File: src/rtl/cp_timing_detect_pkg.sv
// Package: cp_timing_detect_pkg
// Shared types, sizes and helpers for the cyclic-prefix timing detector.
//   phi_t        unsigned-looking Q6.8 word carrying phi / |gamma| (sign-extended)
//   metric_t     signed timing metric lambda = |gamma| - phi, one bit wider
//   sym_idx_t    sample index within one symbol period
//   lock_cnt_t   hit/miss counter for the lock FSM
//   tdet_state_e lock FSM state encoding (matches state_out)
package cp_timing_detect_pkg;

  localparam int N_FFT    = 64;
  localparam int CP_LEN   = 16;
  localparam int LOCK_CNT = 3;
  localparam int TOL      = 1;
  localparam int PHI_W    = 14;
  localparam int SYM_LEN  = N_FFT + CP_LEN;
  localparam int IDX_W    = $clog2(SYM_LEN);
  localparam int CNT_W    = $clog2(LOCK_CNT + 1);

  typedef logic [PHI_W-1:0]        phi_t;
  typedef logic signed [PHI_W:0]   metric_t;
  typedef logic [IDX_W-1:0]        sym_idx_t;
  typedef logic [CNT_W-1:0]        lock_cnt_t;

  typedef enum logic [1:0] {
    ST_SEARCH = 2'd0,
    ST_VERIFY = 2'd1,
    ST_LOCKED = 2'd2
  } tdet_state_e;

  localparam sym_idx_t  IDX_ZERO = sym_idx_t'(0);
  localparam sym_idx_t  IDX_ONE  = sym_idx_t'(1);
  localparam sym_idx_t  LAST_IDX = sym_idx_t'(SYM_LEN - 1);
  localparam sym_idx_t  SYM_LEN_IDX = sym_idx_t'(SYM_LEN);
  localparam sym_idx_t  TOL_IDX  = sym_idx_t'(TOL);
  localparam lock_cnt_t CNT_ZERO = lock_cnt_t'(0);
  localparam lock_cnt_t CNT_ONE  = lock_cnt_t'(1);
  localparam lock_cnt_t CNT_MAX  = lock_cnt_t'(LOCK_CNT);

  // Circular distance between two symbol indices, so 79 and 0 are 1 apart.
  function automatic sym_idx_t circ_dist(input sym_idx_t a, input sym_idx_t b);
    sym_idx_t d;
    sym_idx_t w;
    if (a >= b) begin
      d = a - b;
    end else begin
      d = b - a;
    end
    w = SYM_LEN_IDX - d;
    if (w < d) begin
      circ_dist = w;
    end else begin
      circ_dist = d;
    end
  endfunction

endpackage

File: src/rtl/cp_timing_detect_sym_argmax.sv
// Module: cp_timing_detect_sym_argmax
// Forms lambda per valid sample, tracks the running argmax over one symbol
// period and reports the winner one clock after the last sample.
//   clk, rst_n          clock, async active-low reset
//   clear               synchronous restart (index back to 0, no report)
//   in_valid            phi_in / gamma_mag valid this cycle
//   phi_in, gamma_mag   Q6.8 inputs
//   theta, peak         registered argmax index / metric of the last symbol
//   report              1-cycle pulse when theta/peak update
//   sym_done            combinational: this cycle closes a symbol
//   fin_theta, fin_peak combinational winner of the closing symbol
module cp_timing_detect_sym_argmax
  import cp_timing_detect_pkg::*;
(
  input  logic     clk,
  input  logic     rst_n,
  input  logic     clear,
  input  logic     in_valid,
  input  phi_t     phi_in,
  input  phi_t     gamma_mag,
  output sym_idx_t theta,
  output metric_t  peak,
  output logic     report,
  output logic     sym_done,
  output sym_idx_t fin_theta,
  output metric_t  fin_peak
);

  sym_idx_t idx_r;
  metric_t  best_r;
  sym_idx_t best_idx_r;
  sym_idx_t theta_r;
  metric_t  peak_r;
  logic     report_r;

  metric_t  lambda_s;
  metric_t  run_best_s;
  sym_idx_t run_idx_s;

  // One extra bit makes the difference of two sign-extended words exact.
  assign lambda_s = $signed({gamma_mag[PHI_W-1], gamma_mag})
                  - $signed({phi_in[PHI_W-1], phi_in});

  // Running max including the current sample; strict > keeps the earliest tie.
  always_comb begin
    run_best_s = best_r;
    run_idx_s  = best_idx_r;
    if (idx_r == IDX_ZERO) begin
      run_best_s = lambda_s;
      run_idx_s  = IDX_ZERO;
    end else if (lambda_s > best_r) begin
      run_best_s = lambda_s;
      run_idx_s  = idx_r;
    end else begin
      run_best_s = best_r;
      run_idx_s  = best_idx_r;
    end
  end

  assign sym_done  = in_valid & ~clear & (idx_r == LAST_IDX);
  assign fin_theta = run_idx_s;
  assign fin_peak  = run_best_s;

  // Sample index, running max and the registered per-symbol report.
  always_ff @(posedge clk or negedge rst_n) begin
    if (!rst_n) begin
      idx_r      <= IDX_ZERO;
      best_r     <= '0;
      best_idx_r <= IDX_ZERO;
      theta_r    <= IDX_ZERO;
      peak_r     <= '0;
      report_r   <= 1'b0;
    end else if (clear) begin
      // theta/peak deliberately keep the last report across a restart
      idx_r      <= IDX_ZERO;
      best_r     <= '0;
      best_idx_r <= IDX_ZERO;
      report_r   <= 1'b0;
    end else begin
      report_r <= sym_done;
      if (in_valid) begin
        best_r     <= run_best_s;
        best_idx_r <= run_idx_s;
        if (idx_r == LAST_IDX) begin
          idx_r   <= IDX_ZERO;
          theta_r <= run_idx_s;
          peak_r  <= run_best_s;
        end else begin
          idx_r <= idx_r + IDX_ONE;
        end
      end
    end
  end

  assign theta  = theta_r;
  assign peak   = peak_r;
  assign report = report_r;

endmodule

File: src/rtl/cp_timing_detect.sv
// Module: cp_timing_detect
// CP timing detector: per-symbol argmax of lambda = |gamma| - phi, qualified
// by a SEARCH / VERIFY / LOCKED FSM using circular index consistency.
//   clk, rst_n        clock, async active-low reset
//   clear             synchronous restart: FSM to SEARCH, sample index to 0
//   in_valid          phi_in / gamma_mag valid
//   phi_in, gamma_mag Q6.8 energy and correlation magnitude
//   thresh            minimum peak (strict) for a report to be a candidate
//   theta_out         argmax index of the last symbol
//   peak_out          lambda at theta_out
//   theta_valid       1-cycle pulse when theta_out / peak_out update
//   locked            FSM in LOCKED
//   state_out         FSM state (0 SEARCH, 1 VERIFY, 2 LOCKED)
module cp_timing_detect
  import cp_timing_detect_pkg::*;
(
  input  logic       clk,
  input  logic       rst_n,
  input  logic       clear,
  input  logic       in_valid,
  input  phi_t       phi_in,
  input  phi_t       gamma_mag,
  input  metric_t    thresh,
  output sym_idx_t   theta_out,
  output metric_t    peak_out,
  output logic       theta_valid,
  output logic       locked,
  output logic [1:0] state_out
);

  logic        sym_done_s;
  sym_idx_t    fin_theta_s;
  metric_t     fin_peak_s;
  logic        good_s;
  logic        cons_s;

  tdet_state_e state_r, state_n_s;
  sym_idx_t    ref_r, ref_n_s;
  lock_cnt_t   hit_r, hit_n_s;
  lock_cnt_t   miss_r, miss_n_s;
  logic        locked_r;

  cp_timing_detect_sym_argmax u_argmax (
    .clk       (clk),
    .rst_n     (rst_n),
    .clear     (clear),
    .in_valid  (in_valid),
    .phi_in    (phi_in),
    .gamma_mag (gamma_mag),
    .theta     (theta_out),
    .peak      (peak_out),
    .report    (theta_valid),
    .sym_done  (sym_done_s),
    .fin_theta (fin_theta_s),
    .fin_peak  (fin_peak_s)
  );

  // The FSM judges the winner in the same edge that registers the report,
  // so state_out / locked change together with theta_valid.
  assign good_s = (fin_peak_s > thresh);
  assign cons_s = (circ_dist(fin_theta_s, ref_r) <= TOL_IDX);

  // Lock FSM next-state logic, evaluated only on symbol-closing samples.
  always_comb begin
    state_n_s = state_r;
    ref_n_s   = ref_r;
    hit_n_s   = hit_r;
    miss_n_s  = miss_r;
    if (sym_done_s) begin
      case (state_r)
        ST_SEARCH: begin
          if (good_s) begin
            state_n_s = ST_VERIFY;
            ref_n_s   = fin_theta_s;
            hit_n_s   = CNT_ONE;
          end else begin
            hit_n_s   = CNT_ZERO;
          end
        end
        ST_VERIFY: begin
          if (good_s && cons_s) begin
            if ((hit_r + CNT_ONE) == CNT_MAX) begin
              state_n_s = ST_LOCKED;
              hit_n_s   = CNT_ZERO;
              miss_n_s  = CNT_ZERO;
            end else begin
              hit_n_s   = hit_r + CNT_ONE;
            end
          end else if (good_s) begin
            ref_n_s = fin_theta_s;
            hit_n_s = CNT_ONE;
          end else begin
            state_n_s = ST_SEARCH;
            hit_n_s   = CNT_ZERO;
          end
        end
        ST_LOCKED: begin
          if (good_s && cons_s) begin
            miss_n_s = CNT_ZERO;
            ref_n_s  = fin_theta_s;
          end else if ((miss_r + CNT_ONE) == CNT_MAX) begin
            state_n_s = ST_SEARCH;
            miss_n_s  = CNT_ZERO;
            hit_n_s   = CNT_ZERO;
          end else begin
            miss_n_s  = miss_r + CNT_ONE;
          end
        end
        default: begin
          state_n_s = ST_SEARCH;
          hit_n_s   = CNT_ZERO;
          miss_n_s  = CNT_ZERO;
        end
      endcase
    end else begin
      state_n_s = state_r;
    end
  end

  // Lock FSM state, reference index, hit/miss counters and locked flag.
  always_ff @(posedge clk or negedge rst_n) begin
    if (!rst_n) begin
      state_r  <= ST_SEARCH;
      ref_r    <= IDX_ZERO;
      hit_r    <= CNT_ZERO;
      miss_r   <= CNT_ZERO;
      locked_r <= 1'b0;
    end else if (clear) begin
      state_r  <= ST_SEARCH;
      ref_r    <= IDX_ZERO;
      hit_r    <= CNT_ZERO;
      miss_r   <= CNT_ZERO;
      locked_r <= 1'b0;
    end else begin
      state_r  <= state_n_s;
      ref_r    <= ref_n_s;
      hit_r    <= hit_n_s;
      miss_r   <= miss_n_s;
      locked_r <= (state_n_s == ST_LOCKED);
    end
  end

  assign locked    = locked_r;
  assign state_out = state_r;

endmodule

File: config.mk
export PLATFORM = sky130hd
export DESIGN_NAME = cp_timing_detect
export DESIGN_NICKNAME = d
export VERILOG_FILES = /design/src/rtl/cp_timing_detect_pkg.sv /design/src/rtl/cp_timing_detect_sym_argmax.sv /design/src/rtl/cp_timing_detect.sv
export SDC_FILE = /design/constraint.sdc
export NUM_CORES = 1
export LEC_CHECK = 0
export ABC_AREA = 1
export CAP_MARGIN = 0
export CORE_MARGIN = 1.5
export CORE_UTILIZATION = 61
export CTS_CLUSTER_DIAMETER = 100
export CTS_CLUSTER_SIZE = 24
export DETAILED_ROUTE_END_ITERATION = 12
export PLACE_DENSITY = 0.92
export REMOVE_ABC_BUFFERS = 1
export SLEW_MARGIN = 25
export SYNTH_ARGS = -nofsm -noshare
export SYNTH_HDL_FRONTEND = slang
export SYNTH_SLANG_ARGS = --single-unit
File: constraint.sdc
create_clock -name clk -period 14.5 [get_ports clk]
set_input_delay 1.45 -clock clk [delete_from_list [all_inputs] [get_ports clk]]
set_output_delay 1.45 -clock clk [all_outputs]
set_load 0.02 [all_outputs]
Word level (Yosys, flattened, before mapping)
Cells that the tools add are included. W data, S select, Z words.

Flip-flop bits (word level): 66. Input port bits: 47.

Add/sub/neg operators: 7. Order comparisons: 5. Equality and inequality tests: 13. Multiplexer cells: 45. Bitwise operators: 3. Reductions and logical operators: 10.

Operator list (count): $mux W7 (14); $mux W15 (4); $mux W2 (20); $gt A15 B15 Y1 (2); $pmux W7 S3 (1); $ne A3 B3 Y1 const B (6); $pmux W2 S3 (3); $sub A14 B14 Y15 (1); $sub A7 B7 Y7 (2); $eq A2 B2 Y1 const B (4); $reduce_and A4 Y1 (2); $add A7 B1 Y7 const B (1); $eq A7 B7 Y1 const B (1); $ge A7 B7 Y1 (1); $le A7 B1 Y1 const B (1); $logic_not A7 Y1 (1); $lt A7 B7 Y1 (1); $sub A7 B7 Y7 const A (1); $reduce_and A3 Y1 (2); $add A2 B1 Y2 const B (2); $reduce_bool A2 Y1 (2); $reduce_bool A4 Y1 (1); $mux W1 (3); $and A1 B1 Y1 (2); other kinds (5) (5).

Longest topological paths before layout
Depth after elaboration: 16. Depth in mapped cells: 58. Mapped depth without buffers: 56.

Hierarchy
From an unflattened synthesis, not the netlist that was laid out.

Cell total of the unflattened synthesis: 938. Area total of the unflattened synthesis: 6303.5 µm².

Modules (own cells, without submodules): cp_timing_detect_sym_argmax (instances 1, cells each 557, area each 3858.7 µm², seq. area each 1301.2 µm²); cp_timing_detect (instances 1, cells each 381, area each 2444.8 µm², seq. area each 350.3 µm²).

Worst setup path before layout
OpenSTA, ideal clock, no wires.

Path kind: input -> register. Start: in gamma_mag[0]. End: reg ref_r[3]. Library setup time: 118 ps. Arrival time: 7823 ps. Data required time: 14382 ps. Slack: 6559 ps. Stages on the path: 52. Buffers on the path: 3. Cell sequence: inv_1 > ha_1 > inv_1 > fa_1 > nand3_1 > nand2_1 > a21oi_1 > o21ai_0 > nand2_1 > nand2_1 > a21oi_1 > o21ai_0 > nand2_1 > o21ai_0 > xor2_1 > ha_1 > nand2_1 > nor2_1 > [16 not listed] > inv_1 > nor2_1 > nand2_1 > ha_1 > nand3b_1 > nand2_1 > nand3_1 > nand2_2 > nand2_2 > nand2_4 > nand2_2 > nand2_2 > nand4_1 > nand3_2 > nand3_4 > buf_12 > nand2_2 > o21ai_2.

Cells in the longest elaborated chain, start to end: 13. Elaborated cells between the ends (all ways): 25. Those cells by class: add/sub (4); order compare (5); eq/ne (2); mux (12); reduce/logical (2).

RTL lines: from (decl) (line cp_timing_detect.sv:22) `input phi_t gamma_mag,`; $sub A14 B14 Y15 * (line cp_timing_detect_sym_argmax.sv:42) `- $signed({phi_in[PHI_W-1], phi_in});`; $gt A15 B15 Y1 * (line cp_timing_detect_sym_argmax.sv:51) `end else if (lambda_s > best_r) begin`; $mux W7 * (line cp_timing_detect_sym_argmax.sv:51); $mux W7 * (line cp_timing_detect_sym_argmax.sv:48) `if (idx_r == IDX_ZERO) begin`; via fin_theta_s[2] (line cp_timing_detect.sv:32) `sym_idx_t fin_theta_s;`; $sub A7 B7 Y7, or another cell as far along (line cp_timing_detect_pkg.sv:46) `d = b - a;`; $mux W7 * (line cp_timing_detect_pkg.sv:43) `if (a >= b) begin`; $sub A7 B7 Y7 (line cp_timing_detect_pkg.sv:48) `w = SYM_LEN_IDX - d;`; $lt A7 B7 Y1 (line cp_timing_detect_pkg.sv:49) `if (w < d) begin`; $mux W7 * (line cp_timing_detect_pkg.sv:49); $le A7 B1 Y1 * (line cp_timing_detect.sv:61) `assign cons_s = (circ_dist(fin_theta_s, ref_r) <= TOL_IDX);`; $logic_and A1 B1 Y1 * (line cp_timing_detect.sv:81, cp_timing_detect.sv:98); $ne A3 B3 Y1 (no source line); $reduce_and A4 Y1 (no source line) *; to (signal assigned) (line cp_timing_detect.sv:136) `ref_r <= ref_n_s;`; to (decl) (line cp_timing_detect.sv:38) `sym_idx_t ref_r, ref_n_s;`.

The timed path passes the listed nets; every way through them passes the cells marked *. The select of a mux whose other input is x is not followed. A chain may end at the register's enable or synchronous reset.

Worst setup path in the final report
Start: in gamma_mag[0]. End: reg ref_r[0].

Same word-level chain as after synthesis.

==> summary.txt <==
Route
  • Drt pass-1 iters: 5
  • Routed wire length per instance: roughly 15 µm
  • Number of antenna-violating nets in the routed design: 0
  • Vias per cell: 5.723
  • Number of remaining DRC errors: 0
  • Aggregate routed wire length: around 15,000 µm
  • First-iteration detailed-routing DRC count: 466
  • Vias: 5,534

Pwr
  • Switching Share: 0.5489
  • Clock network fraction of design power: 0.111
  • Static Leak: roughly 3.4 nW
  • Switching power of the nets: 0.0008492 W
  • Proportion of power drawn by flip-flops and latches: 0.136
  • Total power density per cell area: ~230 nW/µm²
  • Max IR drop VDD: ~0.00021 V
  • Internal: approximately 0.0007 W
  • Part of the power in combinational logic: 0.753

Setup path
  • Data arrival at the endpoint of the critical path: between 9000 and 10,000 ps
  • Class of the most critical setup path: in2reg
  • Dominant cell type by count on the critical path: sky130_fd_sc_hd__nand2_1
  • Slowest stage cell on the critical path: sky130_fd_sc_hd__o21ai_0
  • Largest fanout of any net on the critical path: 15
  • Minimum setup slack among reg-to-reg paths: 8090 ps
  • Kind of cell adding the most delay to the critical path: simple AND/OR/NAND/NOR gates
  • Largest incremental delay on the critical path: just under 600 ps
  • Buffering stage count on the worst path with inverters included: 5
  • Type of element capturing the critical path: flip-flop
  • Required time of the critical path: 14,730 ps
  • CP Launch Type: input port

Yosys
  • Largest area contributor in the netlist: sky130_fd_sc_hd__dfrtp_1
  • Top-area cell type share of the netlist area: 0.2914
  • Cell area after synthesis: about 5700 µm²
  • Async set or reset register ratio after synthesis: 1.000
  • Average size of a mapped cell: 7.239 µm²
  • Post-synth cell types: 44
  • Most used flip-flop cell after synthesis: sky130_fd_sc_hd__dfrtp_1
  • Number of enable flip-flop cells after synthesis: 0
  • Flip-flop and latch count after synthesis: 66
  • Count of mapped cells out of synthesis: 783
  • Number of warnings issued by yosys: 0
  • Portion of the post-synthesis area used by sequential elements: 0.2914
  • Largest cells by area after synthesis: sky130_fd_sc_hd__dfrtp_1, sky130_fd_sc_hd__ha_1, sky130_fd_sc_hd__nand2_1, sky130_fd_sc_hd__inv_1, sky130_fd_sc_hd__o21ai_0

Floorplanning
  • Number of top-level design ports: 73
  • Core outline area: around 8800 µm²
  • Die area: approximately 10000 µm²
  • Die Ht: between 90 and 100 µm
  • Die Span X: 99.40 µm
  • Num rows: 34
  • Starting utilization of the core area: 0.6406

Layout
  • Final-stage net count: 968
  • Filler instances: 634
  • Fraction of final layout cells sized beyond drive strength 1: 0.09197
  • Final design area excluding fillers: 6671 µm²
  • Combined flip-flop and latch cell area: approximately 1700 µm²
  • Total area of multi-input combinational cells: between 3000 and 4000 µm²
  • Antenna fix cells: 0
  • Layout Area Growth over Synthesis: 17.70%

GRT
  • Vias in the first global route: between 5,000 and 6,000
  • Largest net degree at the start of global routing: 67
  • Wire length of the first global-routing pass: between 20,000 and 30,000 µm
  • All-layer global routing usage: 0.3170
  • Leftover overflow at the end of global routing: 0
  • Antenna violations before repair: 0

Placement
  • Placed cell area: 6450 µm²
  • Placement-stage worst setup slack: 4754 ps
  • Gp weighted congestion: roughly 0.94
  • Total of buffers placed on input and output ports: 72
  • Total half-perimeter wirelength after legalization and detailed placement: roughly 11,000 µm

STA
  • Relative slew margins: 0.4384
  • Final worst hold slack: about 480 ps
  • Pins over their slew limit: 0
  • Final setup viols: 0
  • Final hold violation count: 0
  • RSZ-0062 raised after global routing: no
  • Final worst setup slack: around 4800 ps
  • Final-layout setup total negative slack: 0 ps
  • Least-Margin Pin Slew: approximately 840 ps
  • Final Skew: about 17 ps
  • Final worst path period need: between 9000 and 10,000 ps
  • Ratio of final minimum period to clock period: 0.6675
  • Maximum clock frequency: ~100 MHz

Flow run
  • Max-cap check violation count: 0

CTS
  • Clock sink count: 66
  • Post-CTS Repair Setup Buffers: 0
  • CTS tree: done
  • Resized Gates After CTS: 0
  • Number of buffers created by CTS: 9
  • Clk buf depth: 2
  • CTS root buf: sky130_fd_sc_hd__clkbuf_8
  • Number of levels in the clock H-tree: 3
  • Clock-pin transition on the worst setup and hold timing paths: around 80 ps
  • Post-CTS Hold Buffers: 0
  • Clock latency reported for the late side of the worst-skew pair: 360 ps

Run status
  • Result of the run: finished, final reports clean

Worst hold path
  • Hold/Removal Path Class: reg2reg
## power groups by stage
stage / registers [W] / logic [W] / clock network, W
floorplan: 0.000215 / 0.000900 / 0
finish: 0.000210 / 0.00116 / 0.000172
global route: 0.000212 / 0.00130 / 0.000182
global placement: 0.000212 / 0.00107 / 0
CTS: 0.000210 / 0.00114 / 0.000174
detailed placement: 0.000213 / 0.00113 / 0
## metal layers
layer / GRT usage / vias to the layer above / share of wire
met1: 0.4067 / 2575 / 0.42
met2: 0.5348 / 247 / 0.48
met4: 0.1181 / 0 / 0.024
met3: 0.05903 / 41 / 0.073
met5: 0 / - / 0
li1: - / 2671 / -
## worst reg2reg max path: cells and delay by family (launching register included)
family | cells | cell delay, ps
AND/OR/NAND/NOR | 26 | 3080
AO/OA/AOI/OAI | 6 | 1460
flip-flops | 1 | 360
buffers and inverters | 3 | 390
adder cells (fa/ha/maj) | 3 | 990
## cell families (layout without fill, tap and decap cells)
group,Yosys count,count (layout),synth area share
fa+ha+maj,67,67,0.1519
flops,66,66,0.2914
compound gates,146,146,0.1424
buf+inv,159,235,0.1108
simple gates,328,328,0.2773
xor+xnor,17,17,0.02627
## per-stage QoR
stage | power [W] | util | std cells
global route | 0.001689 | 0.7540 | 967
global placement | 0.001282 | 0.7289 | 951
detailed placement | 0.001339 | 0.7289 | 951
finish | 0.001547 | 0.7540 | 967
floorplan | 0.001115 | - | 769
CTS | 0.001526 | 0.7540 | 967
## cells in the mapped netlist (5+ instances only)
master,number
sky130_fd_sc_hd__nand2_1,186
sky130_fd_sc_hd__clkbuf_1,11
sky130_fd_sc_hd__nand2_4,5
sky130_fd_sc_hd__or2_2,7
sky130_fd_sc_hd__o21ai_0,70
sky130_fd_sc_hd__inv_2,5
sky130_fd_sc_hd__dfrtp_1,66
sky130_fd_sc_hd__a21oi_1,43
sky130_fd_sc_hd__o21ai_2,7
sky130_fd_sc_hd__nor2_1,30
sky130_fd_sc_hd__nand3_1,36
sky130_fd_sc_hd__inv_1,139
sky130_fd_sc_hd__nand4_1,16
sky130_fd_sc_hd__nand3b_1,5
sky130_fd_sc_hd__nand2_2,21
sky130_fd_sc_hd__ha_1,64
sky130_fd_sc_hd__xor2_1,14
sky130_fd_sc_hd__o22ai_1,12
## registers in the layout, summed over array words and instances, names as in the netlist
signal,flops
locked,1
ref_r,7
u_argmax.peak,15
hit_r,2
u_argmax.report,1
u_argmax.best_r,15
u_argmax.idx_r,7
u_argmax.theta,7
state_out,2
u_argmax.best_idx_r,7
miss_r,2
## final cells by class
type / count / share of cell area
clock inverters: 4 / 0.008440
repair buffers: 74 / 0.1095
multi-input cells: 558 / 0.5079
flip-flops and latches: 66 / 0.2476
well taps: 108 / 0.02026
inverters: 145 / 0.08158
clock buffers: 12 / 0.02476
## cell usage in the layout, fill, tap and decap left out, types with 3 or more instances in the layout
cell type                         synthesis  routed
sky130_fd_sc_hd__nand2_1                186     186
sky130_fd_sc_hd__inv_1                  139     138
sky130_fd_sc_hd__clkdlybuf4s50_1          0      71
sky130_fd_sc_hd__o21ai_0                 70      70
sky130_fd_sc_hd__dfrtp_1                 66      66
sky130_fd_sc_hd__ha_1                    64      64
sky130_fd_sc_hd__a21oi_1                 43      43
sky130_fd_sc_hd__nand3_1                 36      36
sky130_fd_sc_hd__nor2_1                  30      30
sky130_fd_sc_hd__nand2_2                 21      21
sky130_fd_sc_hd__nand4_1                 16      16
sky130_fd_sc_hd__xor2_1                  14      14
sky130_fd_sc_hd__o22ai_1                 12      12
sky130_fd_sc_hd__clkbuf_8                 0      12
sky130_fd_sc_hd__or2_2                    7       7
sky130_fd_sc_hd__o21ai_2                  7       7
sky130_fd_sc_hd__inv_2                    5       6
sky130_fd_sc_hd__nand3b_1                 5       5
sky130_fd_sc_hd__nand2_4                  5       5
sky130_fd_sc_hd__nor3_1                   4       4
sky130_fd_sc_hd__nand3_2                  4       4
sky130_fd_sc_hd__a211oi_1                 3       3
sky130_fd_sc_hd__nor2_4                   3       3
sky130_fd_sc_hd__nand3_4                  3       3
sky130_fd_sc_hd__xnor2_1                  3       3
sky130_fd_sc_hd__fa_1                     3       3
## final timing paths
check	to	start	cells after the start
worst min register to register	u_argmax.theta[6]$_DFFE_PN0P_	u_argmax.theta[6]$_DFFE_PN0P_	2
max in group asynchronous	u_argmax.theta[0]$_DFFE_PN0P_	rst_n	2
min in group asynchronous	u_argmax.idx_r[5]$_DFFE_PN0P_	rst_n	2
worst max register to register	ref_r[0]$_DFFE_PN0P_	u_argmax.best_r[2]$_DFFE_PN0P_	38
worst max-delay path	ref_r[0]$_DFFE_PN0P_	gamma_mag[0]	48
worst min-delay path	u_argmax.theta[6]$_DFFE_PN0P_	u_argmax.theta[6]$_DFFE_PN0P_	2
Note: power is estimated with default switching activity, not from simulation.
==> variant: new RTL, config.mk and constraints unchanged <==
Change the package constant `LOCK_CNT` from 3 to 6.
--- a/src/rtl/cp_timing_detect_pkg.sv
+++ b/src/rtl/cp_timing_detect_pkg.sv
@@ -11,3 +11,3 @@
   localparam int CP_LEN   = 16;
-  localparam int LOCK_CNT = 3;
+  localparam int LOCK_CNT = 6;
   localparam int TOL      = 1;
Check against the original RTL: same outputs for any inputs over 10 cycles, from zero or initial values and one cycle with rst_n low; that may be too few to reach the edited logic, so the function may still have changed.
==> variant against the unedited design <==
  * Sequential cell count increased by 2
  * Final area increased by 1.3%
  * Synthesized area increased by 1.7%
  * Routed wire length decreased by 6.6%
  * Power increased by 6.5%
  * Synthesized cell count increased by 3.6%
  * Sequential share of layout area increased by 0.43 points
  * Count of clock-buffer cells in the layout decreased by 2
  * Worst setup slack improved by 0.27 ns
  * Clock skew decreased by 0.0033 ns
  * Critical path type unchanged
  * Largest cell class unchanged
==> variant: results (changes against the unedited design) <==
reg2reg start: u_argmax.best_r[2]
crit path DAT: 9.64 ns (-0.26 ns)
share of cells above drive strength 1: 0.0676 (-0.0243)
Hold Crit Start: u_argmax.peak[4]
Area contributors post-synth: dfrtp_1 (30%), ha_1 (15%), nand2_1 (13%), inv_1 (10%), o21ai_0 (5.3%)
NumNets Final: 1000 (+3.3%)
DR WL/cell: 13.6 um (-9.5%)
VDD IR-drop max: 0.236 mV (+14%)
FF-to-FF End: ref_r[5]
largest net degree at the start of global routing: 69 (+3.0%)
status: completed
sequential share of power: 0.134 (-0.002)
leakage: 3.63 nW (+6.5%)
Inserted Clock Buffers: 9 (unchanged)
max incr delay on CP: 0.46 ns (-0.12 ns)
routability cong.: 0.939 (-0.48%)
Compound-Gate Fraction of Synth Area: 0.124 (-0.0180)
Max-slew headroom: 0.428 (-0.0108)
Total GRT Usage: 0.286 (-0.0311)
fill count: 696 (+9.8%)
Slowest cell on crit path: clkdlybuf4s50_1
Place WS: 4.89 ns (+0.136 ns)
antenna violations before repair: 0 (unchanged)
area share of fa/ha/maj cells after synthesis: 0.158 (+0.00618)
register area share after synthesis: 0.295 (+0.00388)
Commonest cells post-synth: nand2_1 (192), inv_1 (153), dfrtp_1 (68), ha_1 (68), o21ai_0 (61)
clk pwr: 0.157 mW (-9%)
global-route wire length before repair: 23.0 mm (-9.5%)
Sw Share: 0.555 (+0.00567)
hold path depth: 2 (unchanged)
vias in the first global route: 5226 (-5.4%)
clock tree buffer depth: 2 (unchanged)
post-synthesis mux area share: 0 (unchanged)
Iter 0 DRT Violations: 350 (-25%)
XOR/XNOR Fraction of Synth Area: 0.0243 (-0.00195)
Worst Hold Path EP: u_argmax.peak[4]
Post-DP HPWL: 10.4 mm (-6.9%)
synth unique cells: 40 (-9.1%)
Reg2Reg Depth: 41 (+7.9%)
via/cell ratio: 5.59 (-2.4%)
Setup Skew: 0.0141 ns (-0.00329 ns)
CTS resizes: 0 (unchanged)
Worst-Skew Late Latency: 0.36 ns (about the same)
post-layout minimum cycle time: 9.40 ns (-0.274 ns)
worst reg-to-reg setup slack: 8.33 ns (+0.24 ns)
CP max FO: 10 (-5)
==> variant: cell count changes in the layout (fill, tap and decap cells not counted), moves of 3 or more <==
cell	unedited run	this run
a21oi_1	43	40
ha_1	64	68
inv_1	138	152
o21ai_0	70	61
nand3_1	36	57
or2_2	7	10
nand2_1	186	192
o22ai_1	12	18
clkbuf_8	12	9
nor4_1	1	4
nand2_2	21	11
o21ai_2	7	0
nor2_1	30	39
==> variant: routing by layer <==
metal / share of wire / vias to the layer above / GRT usage
li1: - / 2757 / -
met1: 0.43 / 2558 / 0.386
met2: 0.46 / 227 / 0.468
met3: 0.081 / 35 / 0.0460
met4: 0.023 / 0 / 0.101
met5: 0 / - / 0
==> variant: cells by family (layout without fill, tap and decap cells) <==
kind of cell	Yosys count	in the layout
flip-flops	68	68
adder cells (fa/ha/maj)	71	71
XOR/XNOR	16	16
buffers and inverters	172	248
AO/OA/AOI/OAI	132	132
AND/OR/NAND/NOR	352	352
==> variant: final cells by class <==
cell class,instances,area [sq um],share of cell area
clock buffers,10,128,0.0189
clock inverters,6,65.1,0.00963
inverters,158,593,0.0878
multi-input cells,571,3400,0.503
flip-flops and latches,68,1700,0.252
well taps,111,139,0.0206
repair buffers,74,731,0.108
==> variant: critical path: cells and delay by family <==
family	cells	cell delay [ns]
buf+inv	9	0.96
simple gates	36	4.10
xor+xnor	1	0.37
fa+ha+maj	5	1.31
compound gates	9	1.41
==> variant: per-stage QoR <==
step,power [mW],utilization,std cells,area (sq um),hold WS [ns]
after floorplan,1.23,-,797,5690,0.442
after global placement,1.43,0.714,982,6560,0.465
after global routing,1.82,0.735,998,6760,0.511
after detailed placement,1.47,0.714,982,6560,0.466
after CTS,1.64,0.735,998,6760,0.485
final,1.65,0.735,998,6760,0.486
